$ cat src/rtl/gb_if_responder_pkg.sv
// Shared definitions for the global-buffer transfer responder.
//   INFO_WIDTH  : width of the transfer descriptor {type[3:1], dir[0]}
//   DIR_BIT     : descriptor bit selecting read (1, host -> GB) or write (0, GB -> host)
//   state_e     : responder FSM states
//   conv_mode_e : width converter mode (pack pad beats into a word / split a word into beats)
package gb_if_responder_pkg;

    localparam int unsigned INFO_WIDTH = 4;
    localparam int unsigned DIR_BIT    = 0;

    typedef enum logic [1:0] {
        ST_IDLE = 2'd0,
        ST_REQ  = 2'd1,
        ST_RD   = 2'd2,
        ST_WR   = 2'd3
    } state_e;

    typedef enum logic {
        CONV_PACK  = 1'b0,
        CONV_SPLIT = 1'b1
    } conv_mode_e;

endpackage

$ cat src/rtl/if_width_conv.sv
// Width converter between the wide GB word and the narrow pad bus.
// One buffer and one beat counter serve both directions:
//   CONV_PACK  : pad beats fill the buffer low slice first; buf_full sets on the
//                last beat and clears on word_take.
//   CONV_SPLIT : word_load fills the buffer; beat_out always shows the low slice,
//                each beat_out_take shifts the buffer down one beat; buf_full
//                clears after the last beat is taken.
// Ports:
//   clk, rst_n     clock, async active-low reset
//   clear          synchronous discard of any partial word
//   mode           direction select
//   beat_in_val    pad beat accepted (pack)      beat_in_data  pad beat
//   word_take      GB accepted the packed word (pack)
//   word_load      GB word accepted (split)      word_in       GB word
//   beat_out_take  host accepted the current beat (split)
//   buf_full       buffer holds a complete / not-yet-drained word
//   word_out       buffer contents               beat_out      low beat of buffer
//   last_beat      beat counter is at the final beat of a word
module if_width_conv
    import gb_if_responder_pkg::*;
#(
    parameter int unsigned PORT_WIDTH = 128,
    parameter int unsigned PAD_WIDTH  = 32
) (
    input  logic                  clk,
    input  logic                  rst_n,
    input  logic                  clear,
    input  conv_mode_e            mode,
    input  logic                  beat_in_val,
    input  logic [PAD_WIDTH-1:0]  beat_in_data,
    input  logic                  word_take,
    input  logic                  word_load,
    input  logic [PORT_WIDTH-1:0] word_in,
    input  logic                  beat_out_take,
    output logic                  buf_full,
    output logic [PORT_WIDTH-1:0] word_out,
    output logic [PAD_WIDTH-1:0]  beat_out,
    output logic                  last_beat
);

    localparam int unsigned BEATS = PORT_WIDTH / PAD_WIDTH;
    localparam int unsigned CNT_W = (BEATS > 1) ? $clog2(BEATS) : 1;
    localparam logic [CNT_W-1:0] LAST = CNT_W'(BEATS - 1);

    logic [PORT_WIDTH-1:0] buf_q, buf_d;
    logic [CNT_W-1:0]      beat_cnt_q, beat_cnt_d;
    logic                  full_q, full_d;

    always_comb begin
        buf_d      = buf_q;
        beat_cnt_d = beat_cnt_q;
        full_d     = full_q;
        if (clear) begin
            buf_d      = '0;
            beat_cnt_d = '0;
            full_d     = 1'b0;
        end else if (mode == CONV_PACK) begin
            // The FSM never offers a pad beat while full, so take and fill never collide.
            if (word_take) begin
                full_d = 1'b0;
            end
            if (beat_in_val) begin
                for (int unsigned i = 0; i < BEATS; i++) begin
                    if (beat_cnt_q == CNT_W'(i)) begin
                        buf_d[i*PAD_WIDTH +: PAD_WIDTH] = beat_in_data;
                    end
                end
                if (beat_cnt_q == LAST) begin
                    beat_cnt_d = '0;
                    full_d     = 1'b1;
                end else begin
                    beat_cnt_d = beat_cnt_q + CNT_W'(1);
                end
            end
        end else begin
            if (word_load) begin
                buf_d      = word_in;
                beat_cnt_d = '0;
                full_d     = 1'b1;
            end else if (beat_out_take) begin
                buf_d = buf_q >> PAD_WIDTH;
                if (beat_cnt_q == LAST) begin
                    beat_cnt_d = '0;
                    full_d     = 1'b0;
                end else begin
                    beat_cnt_d = beat_cnt_q + CNT_W'(1);
                end
            end
        end
    end

    always_ff @(posedge clk or negedge rst_n) begin
        if (!rst_n) begin
            buf_q      <= '0;
            beat_cnt_q <= '0;
            full_q     <= 1'b0;
        end else begin
            buf_q      <= buf_d;
            beat_cnt_q <= beat_cnt_d;
            full_q     <= full_d;
        end
    end

    assign buf_full  = full_q;
    assign word_out  = buf_q;
    assign beat_out  = buf_q[PAD_WIDTH-1:0];
    assign last_beat = (beat_cnt_q == LAST);

endmodule

$ cat src/rtl/gb_if_responder.sv
// Off-chip-side responder for the global-buffer transfer interface.
// Accepts one request at a time from the GB, forwards it to the host, then moves
// BURST_WORDS wide words: read (dir=1) packs pad beats into GB words, write
// (dir=0) splits GB words into pad beats, low beat first.
// Ports:
//   clk, rst_n                      clock, async active-low reset
//   CCUIF_reset_all                 sync abort back to IDLE, counters cleared
//   GBIF_cfg_val/info, IFGB_cfg_rdy GB request handshake
//   IFGB_rd_val/data, GBIF_rd_rdy   read word to GB
//   GBIF_wr_val/data, IFGB_wr_rdy   write word from GB
//   IFPAD_req_val/info, PADIF_req_rdy  request to host
//   PADIF_val/data, IFPAD_rdy       host -> chip pad beats
//   IFPAD_val/data, PADIF_rdy       chip -> host pad beats
//   IFCCU_done                      one-cycle pulse on burst completion
module gb_if_responder
    import gb_if_responder_pkg::*;
#(
    parameter int unsigned PORT_WIDTH  = 128,
    parameter int unsigned PAD_WIDTH   = 32,
    parameter int unsigned BURST_WORDS = 16
) (
    input  logic                  clk,
    input  logic                  rst_n,
    input  logic                  CCUIF_reset_all,
    input  logic                  GBIF_cfg_val,
    input  logic [INFO_WIDTH-1:0] GBIF_cfg_info,
    output logic                  IFGB_cfg_rdy,
    output logic                  IFGB_rd_val,
    output logic [PORT_WIDTH-1:0] IFGB_rd_data,
    input  logic                  GBIF_rd_rdy,
    input  logic                  GBIF_wr_val,
    input  logic [PORT_WIDTH-1:0] GBIF_wr_data,
    output logic                  IFGB_wr_rdy,
    output logic                  IFPAD_req_val,
    output logic [INFO_WIDTH-1:0] IFPAD_req_info,
    input  logic                  PADIF_req_rdy,
    input  logic                  PADIF_val,
    input  logic [PAD_WIDTH-1:0]  PADIF_data,
    output logic                  IFPAD_rdy,
    output logic                  IFPAD_val,
    output logic [PAD_WIDTH-1:0]  IFPAD_data,
    input  logic                  PADIF_rdy,
    output logic                  IFCCU_done
);

    localparam int unsigned WCNT_W = $clog2(BURST_WORDS + 1);
    localparam logic [WCNT_W-1:0] LAST_WORD = WCNT_W'(BURST_WORDS - 1);
    localparam logic [WCNT_W-1:0] BURST_CNT = WCNT_W'(BURST_WORDS);

    state_e                state_q, state_d;
    logic [WCNT_W-1:0]     word_cnt_q, word_cnt_d;
    logic [INFO_WIDTH-1:0] info_q, info_d;

    conv_mode_e            conv_mode;
    logic                  buf_full;
    logic                  last_beat;
    logic [PORT_WIDTH-1:0] word_out;
    logic [PAD_WIDTH-1:0]  beat_out;
    logic                  pad_beat_in;
    logic                  gb_rd_take;
    logic                  gb_wr_load;
    logic                  pad_beat_take;

    always_comb begin
        state_d       = state_q;
        word_cnt_d    = word_cnt_q;
        info_d        = info_q;
        conv_mode     = CONV_PACK;
        IFGB_cfg_rdy  = 1'b0;
        IFPAD_req_val = 1'b0;
        IFGB_rd_val   = 1'b0;
        IFGB_wr_rdy   = 1'b0;
        IFPAD_rdy     = 1'b0;
        IFPAD_val     = 1'b0;
        IFCCU_done    = 1'b0;

        case (state_q)
            ST_IDLE: begin
                IFGB_cfg_rdy = 1'b1;
                if (GBIF_cfg_val) begin
                    info_d  = GBIF_cfg_info;
                    state_d = ST_REQ;
                end
            end
            ST_REQ: begin
                IFPAD_req_val = 1'b1;
                if (PADIF_req_rdy) begin
                    word_cnt_d = '0;
                    state_d    = info_q[DIR_BIT] ? ST_RD : ST_WR;
                end
            end
            ST_RD: begin
                IFPAD_rdy   = ~buf_full;
                IFGB_rd_val = buf_full;
                if (buf_full && GBIF_rd_rdy) begin
                    if (word_cnt_q == LAST_WORD) begin
                        IFCCU_done = 1'b1;
                        word_cnt_d = '0;
                        state_d    = ST_IDLE;
                    end else begin
                        word_cnt_d = word_cnt_q + WCNT_W'(1);
                    end
                end
            end
            ST_WR: begin
                conv_mode   = CONV_SPLIT;
                IFGB_wr_rdy = ~buf_full && (word_cnt_q < BURST_CNT);
                IFPAD_val   = buf_full;
                if (buf_full && PADIF_rdy && last_beat) begin
                    if (word_cnt_q == LAST_WORD) begin
                        IFCCU_done = 1'b1;
                        word_cnt_d = '0;
                        state_d    = ST_IDLE;
                    end else begin
                        word_cnt_d = word_cnt_q + WCNT_W'(1);
                    end
                end
            end
            default: state_d = ST_IDLE;
        endcase

        // Abort overrides whatever the state decoded above, including a completing handshake.
        if (CCUIF_reset_all) begin
            state_d    = ST_IDLE;
            word_cnt_d = '0;
            info_d     = '0;
            IFCCU_done = 1'b0;
        end

        pad_beat_in   = PADIF_val && IFPAD_rdy;
        gb_rd_take    = IFGB_rd_val && GBIF_rd_rdy;
        gb_wr_load    = GBIF_wr_val && IFGB_wr_rdy;
        pad_beat_take = IFPAD_val && PADIF_rdy;
    end

    always_ff @(posedge clk or negedge rst_n) begin
        if (!rst_n) begin
            state_q    <= ST_IDLE;
            word_cnt_q <= '0;
            info_q     <= '0;
        end else begin
            state_q    <= state_d;
            word_cnt_q <= word_cnt_d;
            info_q     <= info_d;
        end
    end

    if_width_conv #(
        .PORT_WIDTH (PORT_WIDTH),
        .PAD_WIDTH  (PAD_WIDTH)
    ) u_conv (
        .clk           (clk),
        .rst_n         (rst_n),
        .clear         (CCUIF_reset_all),
        .mode          (conv_mode),
        .beat_in_val   (pad_beat_in),
        .beat_in_data  (PADIF_data),
        .word_take     (gb_rd_take),
        .word_load     (gb_wr_load),
        .word_in       (GBIF_wr_data),
        .beat_out_take (pad_beat_take),
        .buf_full      (buf_full),
        .word_out      (word_out),
        .beat_out      (beat_out),
        .last_beat     (last_beat)
    );

    assign IFGB_rd_data   = (state_q == ST_RD && buf_full) ? word_out : '0;
    assign IFPAD_data     = (state_q == ST_WR && buf_full) ? beat_out : '0;
    assign IFPAD_req_info = info_q;

endmodule
$ cat config.mk
export PLATFORM = sky130hd
export DESIGN_NAME = gb_if_responder
export DESIGN_NICKNAME = d
export VERILOG_FILES = /design/src/rtl/gb_if_responder_pkg.sv /design/src/rtl/if_width_conv.sv /design/src/rtl/gb_if_responder.sv
export SDC_FILE = /design/constraint.sdc
export NUM_CORES = 1
export LEC_CHECK = 0
export CAP_MARGIN = 20
export CORE_MARGIN = 5
export CORE_UTILIZATION = 40
export DETAILED_ROUTE_END_ITERATION = 8
export PLACE_DENSITY = 0.74
export SLEW_MARGIN = 40
export SYNTH_ARGS = -nofsm -noshare
export SYNTH_HDL_FRONTEND = slang
export SYNTH_SLANG_ARGS = --single-unit
$ cat constraint.sdc
create_clock -name clk -period 3.1 [get_ports clk]
set_clock_uncertainty 0.2 [all_clocks]
set_input_delay 0.465 -clock clk [delete_from_list [all_inputs] [get_ports clk]]
set_output_delay 0.465 -clock clk [all_outputs]
set_load 0.005 [all_outputs]
Yosys cells after proc, flatten, opt, wreduce, memory -nomap -nowiden
Cells that the tools add are included.

Word-level logic and storage cells: 109. Bits in registers: 142. Input bits: 173. Output and inout port bits: 171.

Bitwise logic cells: 1. Equality and inequality tests: 13. Mux-type cells: 54. Order comparisons: 1. Reductions and logical operators: 29. $add $sub $neg: 2.

Operators with widths (number): $mux 128 (6); $mux 32 (5); $mux 5 (5); $mux 2 (12); $mux 1 (20); $pmux 5 s3 (1); $reduce_bool 3->1 (5); $mux 4 (3); $ne 3x3->1 const B (4); $reduce_and 3->1 (4); $logic_and 1x1->1 (10); $eq 2x2->1 const B (4); $ne 4x4->1 const B (2); $pmux 2 s4 (1); $reduce_and 4->1 (2); $reduce_and 2->1 (3); $add 5x1->5 const B (1); $eq 5x4->1 const B (1); $lt 5x5->1 const B (1); $eq 2x1->1 const B (2); $logic_not 2->1 (2); $reduce_bool 2->1 (2); $reduce_bool 4->1 (1); $add 2x1->2 const B (1); other kinds (2) (2).

Depth between registers and ports, before layout
Depth after elaboration: 8. Mapped depth: 8.

Modules after synthesis
Synthesis repeated with hierarchy kept, for this count alone.

Cells, all modules: 950. Area, all modules: 9531.6 um2.

Modules (own cells, without submodules): if_width_conv (cells an instance 693, area an instance 7732.4 um2, sequential area each 3278.1 um2, instances 1); gb_if_responder (cells an instance 257, area an instance 1799.2 um2, sequential area each 275.3 um2, instances 1).

Worst setup path after synthesis
Ideal clock, no wire load.

Kind: reg2out. Start: reg state_q[1]. End: out IFGB_rd_data[100]. Arrival: 1576 ps. Cell stages (with the launch flop): 7. Path buffers: 3. Path slack: 859 ps. Data required time: 2435 ps. Cells stage by stage: dfrtp_1 > buf_2 > inv_1 > nor3b_1 > clkbuf_1 > clkbuf_1 > and2_1.

Longest elaborated chain between the ends: 3.

RTL lines: from (decl) (line gb_if_responder.sv:50) `state_e state_q, state_d;`; from (signal assigned) (line gb_if_responder.sv:142) `state_q <= state_d;`; $eq 2x2->1 (line gb_if_responder.sv:168) `assign IFGB_rd_data = (state_q == ST_RD && buf_full) ? word_out : '0;`; $logic_and 1x1->1 (line gb_if_responder.sv:168); $mux 128 (line gb_if_responder.sv:168); to (decl) (line gb_if_responder.sv:29) `output logic [PORT_WIDTH-1:0] IFGB_rd_data,`.

No other way between the ends.

Worst setup path after layout
Start: reg state_q[0]. End: out IFGB_rd_data[28].

Same word-level chain as after synthesis.

==> impl_metrics.json <==
{
  "status": "finished, final reports clean",
  "maxSlewHeadroom": 0.500,
  "hold_viol": 0,
  "grt_start_max_net_pins": 69,
  "leakagePower_nw": 5.43,
  "clkLatencyLatePin_ns": 0.41,
  "criticalPathCategory": "reg2out",
  "rsz0062_at_grt": "false",
  "htree_levels": 4,
  "ant_nets": 0,
  "cellPowerDensity_mw_per_mm2": 387,
  "cp.required_ns": 2.43,
  "finalNetCount": 1503,
  "synth_edf_count": 0,
  "gr-max-usage-layer": "met2",
  "synth.area.top_cells": "dfrtp_1 40%, and2_1 11%, a32o_1 11%",
  "clock_sinks": 142,
  "die_area_mm2": 0.0252,
  "synthesis.area_per_instance_um2": 8.60,
  "via_count": 9008,
  "irDropWorstVdd_v": 0.000363,
  "hold_ws_ns": 0.309,
  "grt_use_met2": 0.436,
  "fmaxAchievable_mhz": 339,
  "tightest_slew_ns": 0.750,
  "syn_inst": 1028,
  "coreArea_mm2": 0.0218,
  "path_clk_slew_ns": 0.06,
  "cp-start-kind": "flip-flop",
  "cp-end-kind": "output pin",
  "fp.dieW_um": 159,
  "hpwlAfterDp_um": 23700,
  "gr-usage-met1": 0.349,
  "synth_top_area_frac": 0.402,
  "period_needed_ns": 2.95,
  "met3_usage": 0.0525,
  "cts_tree": "yes",
  "remaining_drc_errors": 0,
  "rows": 54,
  "die_h_um": 159,
  "cts-root-buf": "clkbuf_16",
  "fin_crit_sh": 0.951,
  "gp_congestion": 0.880,
  "grt_pass1_vias": 8741,
  "ys.warnings.count": 0,
  "grt_overflow": 0,
  "yosys.area.top_type": "dfrtp_1",
  "grt_pass1_wl_um": 51300,
  "synth-seq-area-share": 0.402,
  "synth-main-ff-cell": "dfrtp_1",
  "gr-usage-all-layers": 0.262,
  "yosysMostFrequentCell": "nand2_1",
  "fin_tns_setup_ns": 0,
  "cp.arrival_ns": 2.28,
  "fin_total_pwr_mw": 5.17,
  "netlist_area_mm2": 0.00884,
  "synth-seq-cells": 142,
  "post_drt_wl_per_cell_um": 21.1,
  "async_flop_share": 1.00,
  "post-place-cells": 1582,
  "hold_path_class": "reg2reg",
  "critPathLaunch": "state_q[0]$_DFFE_PN0P_",
  "area_growth_pct": 51.0,
  "min_from": "u_conv.word_out[18]$_DFFE_PN0P_",
  "start_util": 0.406,
  "antenna_found_initial": 1,
  "drt_iter0_drc": 715,
  "cts_made_buffers": 17,
  "ys_types": 40,
  "ios": 344,
  "synth_nets": 1206,
  "clk_path_buf_depth": 2,
  "slew_violations": 0,
  "r2r-start": "state_q[1]$_DFFE_PN0P_",
  "routed_wl_um": 34200,
  "port_buffers": 343,
  "maxCapViolations": 0,
  "viasPerCell": 5.56,
  "setup_viol": 0,
  "instances_no_fill": 1619,
  "first_pass_iters": 5,
  "synthTopCellsByCount": "228 x nand2_1, 161 x and2_1, 142 x dfrtp_1",
  "critPathMaxFanout": 35,
  "drive_gt1_frac": 0.0837
}
## registers in the layout, summed over array words and instances (netlist names)
register / count
IFPAD_req_info: 4
state_q: 2
u_conv.beat_cnt_q: 2
u_conv.buf_full: 1
u_conv.word_out: 128
word_cnt_q: 5
## worst paths after layout
kind | end | slack, ns | depth (start not counted)
hold / removal | u_conv.word_out[18]$_DFFE_PN0P_ | 0.31 | 1
min in group asynchronous | word_cnt_q[0]$_DFFE_PN0P_ | 0.39 | 2
max in group asynchronous | u_conv.word_out[47]$_DFFE_PN0P_ | 1.48 | 3
hold reg to reg | u_conv.word_out[18]$_DFFE_PN0P_ | 0.31 | 1
setup reg to reg | u_conv.word_out[111]$_DFFE_PN0P_ | 0.72 | 6
setup / recovery | IFGB_rd_data[28] | 0.15 | 5
## per-stage QoR
step | instance area [um2] | setup slack [ns] | util
3_5_place_dp | 12600 | 0.372 | 0.580
3_3_place_gp | 12600 | 0.391 | 0.580
5_1_grt | 13300 | 0.0354 | 0.613
4_1_cts | 13300 | 0.0910 | 0.613
2_1_floorplan | 8840 | 0.859 | -
6_report | 13300 | 0.150 | 0.613
## critical path, stage by stage (launching register included)
cell,delay (ns)
dfrtp_2,0.51
nor3b_4,0.22
buf_4,0.18
bufbuf_16,0.32
and2_1,0.14
clkdlybuf4s50_1,0.50
## routing by layer
layer | up-vias | routed length [um]
met3 | 39 | 2970
li1 | 4179 | -
met5 | - | 12
met1 | 4368 | 13700
met2 | 420 | 16900
met4 | 2 | 617
## power by group
part	total, mW	switching (mW)	internal (mW)
logic	0.815	0.399	0.416
clock network	2.31	0.832	1.48
registers	2.04	0.0896	1.95
## what timing repair did
action | CTS | global route
pin swaps | 1 | 0
endpoints found under the setup margin | 13 | 58
hold buffers | 1 | 0
gates resized for setup | 1 | 4
gates cloned | 1 | 0
hold endpoints to repair | 60 | 0
setup buffers | 2 | 0
## logic make-up after synthesis
family,Yosys count,share of synthesized area
adder cells (fa/ha/maj),5,0.00708
flip-flops,142,0.402
buffers and inverters,101,0.0483
AND/OR/NAND/NOR,587,0.332
multiplexers,38,0.0605
AO/OA/AOI/OAI,155,0.150
## cell usage in the layout, fill, tap and decap left out, drive strengths merged, types with 2 or more instances in the layout
cell | Yosys | layout
a31oi | 3 | 3
nor3b | 3 | 3
nor2 | 9 | 9
ha | 5 | 5
clkinv | 0 | 4
mux2 | 33 | 33
o21ai | 5 | 5
a22o | 4 | 4
o31a | 2 | 2
o311ai | 4 | 4
bufinv | 0 | 5
a21oi | 34 | 34
nand2b | 33 | 33
inv | 6 | 8
nand4b | 2 | 2
and3 | 4 | 4
nor3 | 6 | 6
nand2 | 228 | 228
clkbuf | 77 | 20
buf | 18 | 30
a32o | 96 | 96
and2 | 161 | 161
o21a | 2 | 2
nor2b | 6 | 6
mux2i | 5 | 5
clkdlybuf4s50 | 0 | 341
dfrtp | 142 | 142
nand3 | 132 | 132
## area by class of cell
class / count / area, um2
Antenna cell: 1 / 2.50
Clock buffer: 20 / 457
Clock inverter: 12 / 206
Fill cell: 1932 / 8420
Inverter: 6 / 22.5
Multi-Input combinational cell: 785 / 4950
Sequential cell: 142 / 3560
Tap cell: 280 / 350
Timing Repair Buffer: 373 / 3790
Note: power is estimated with default switching activity, not from simulation.
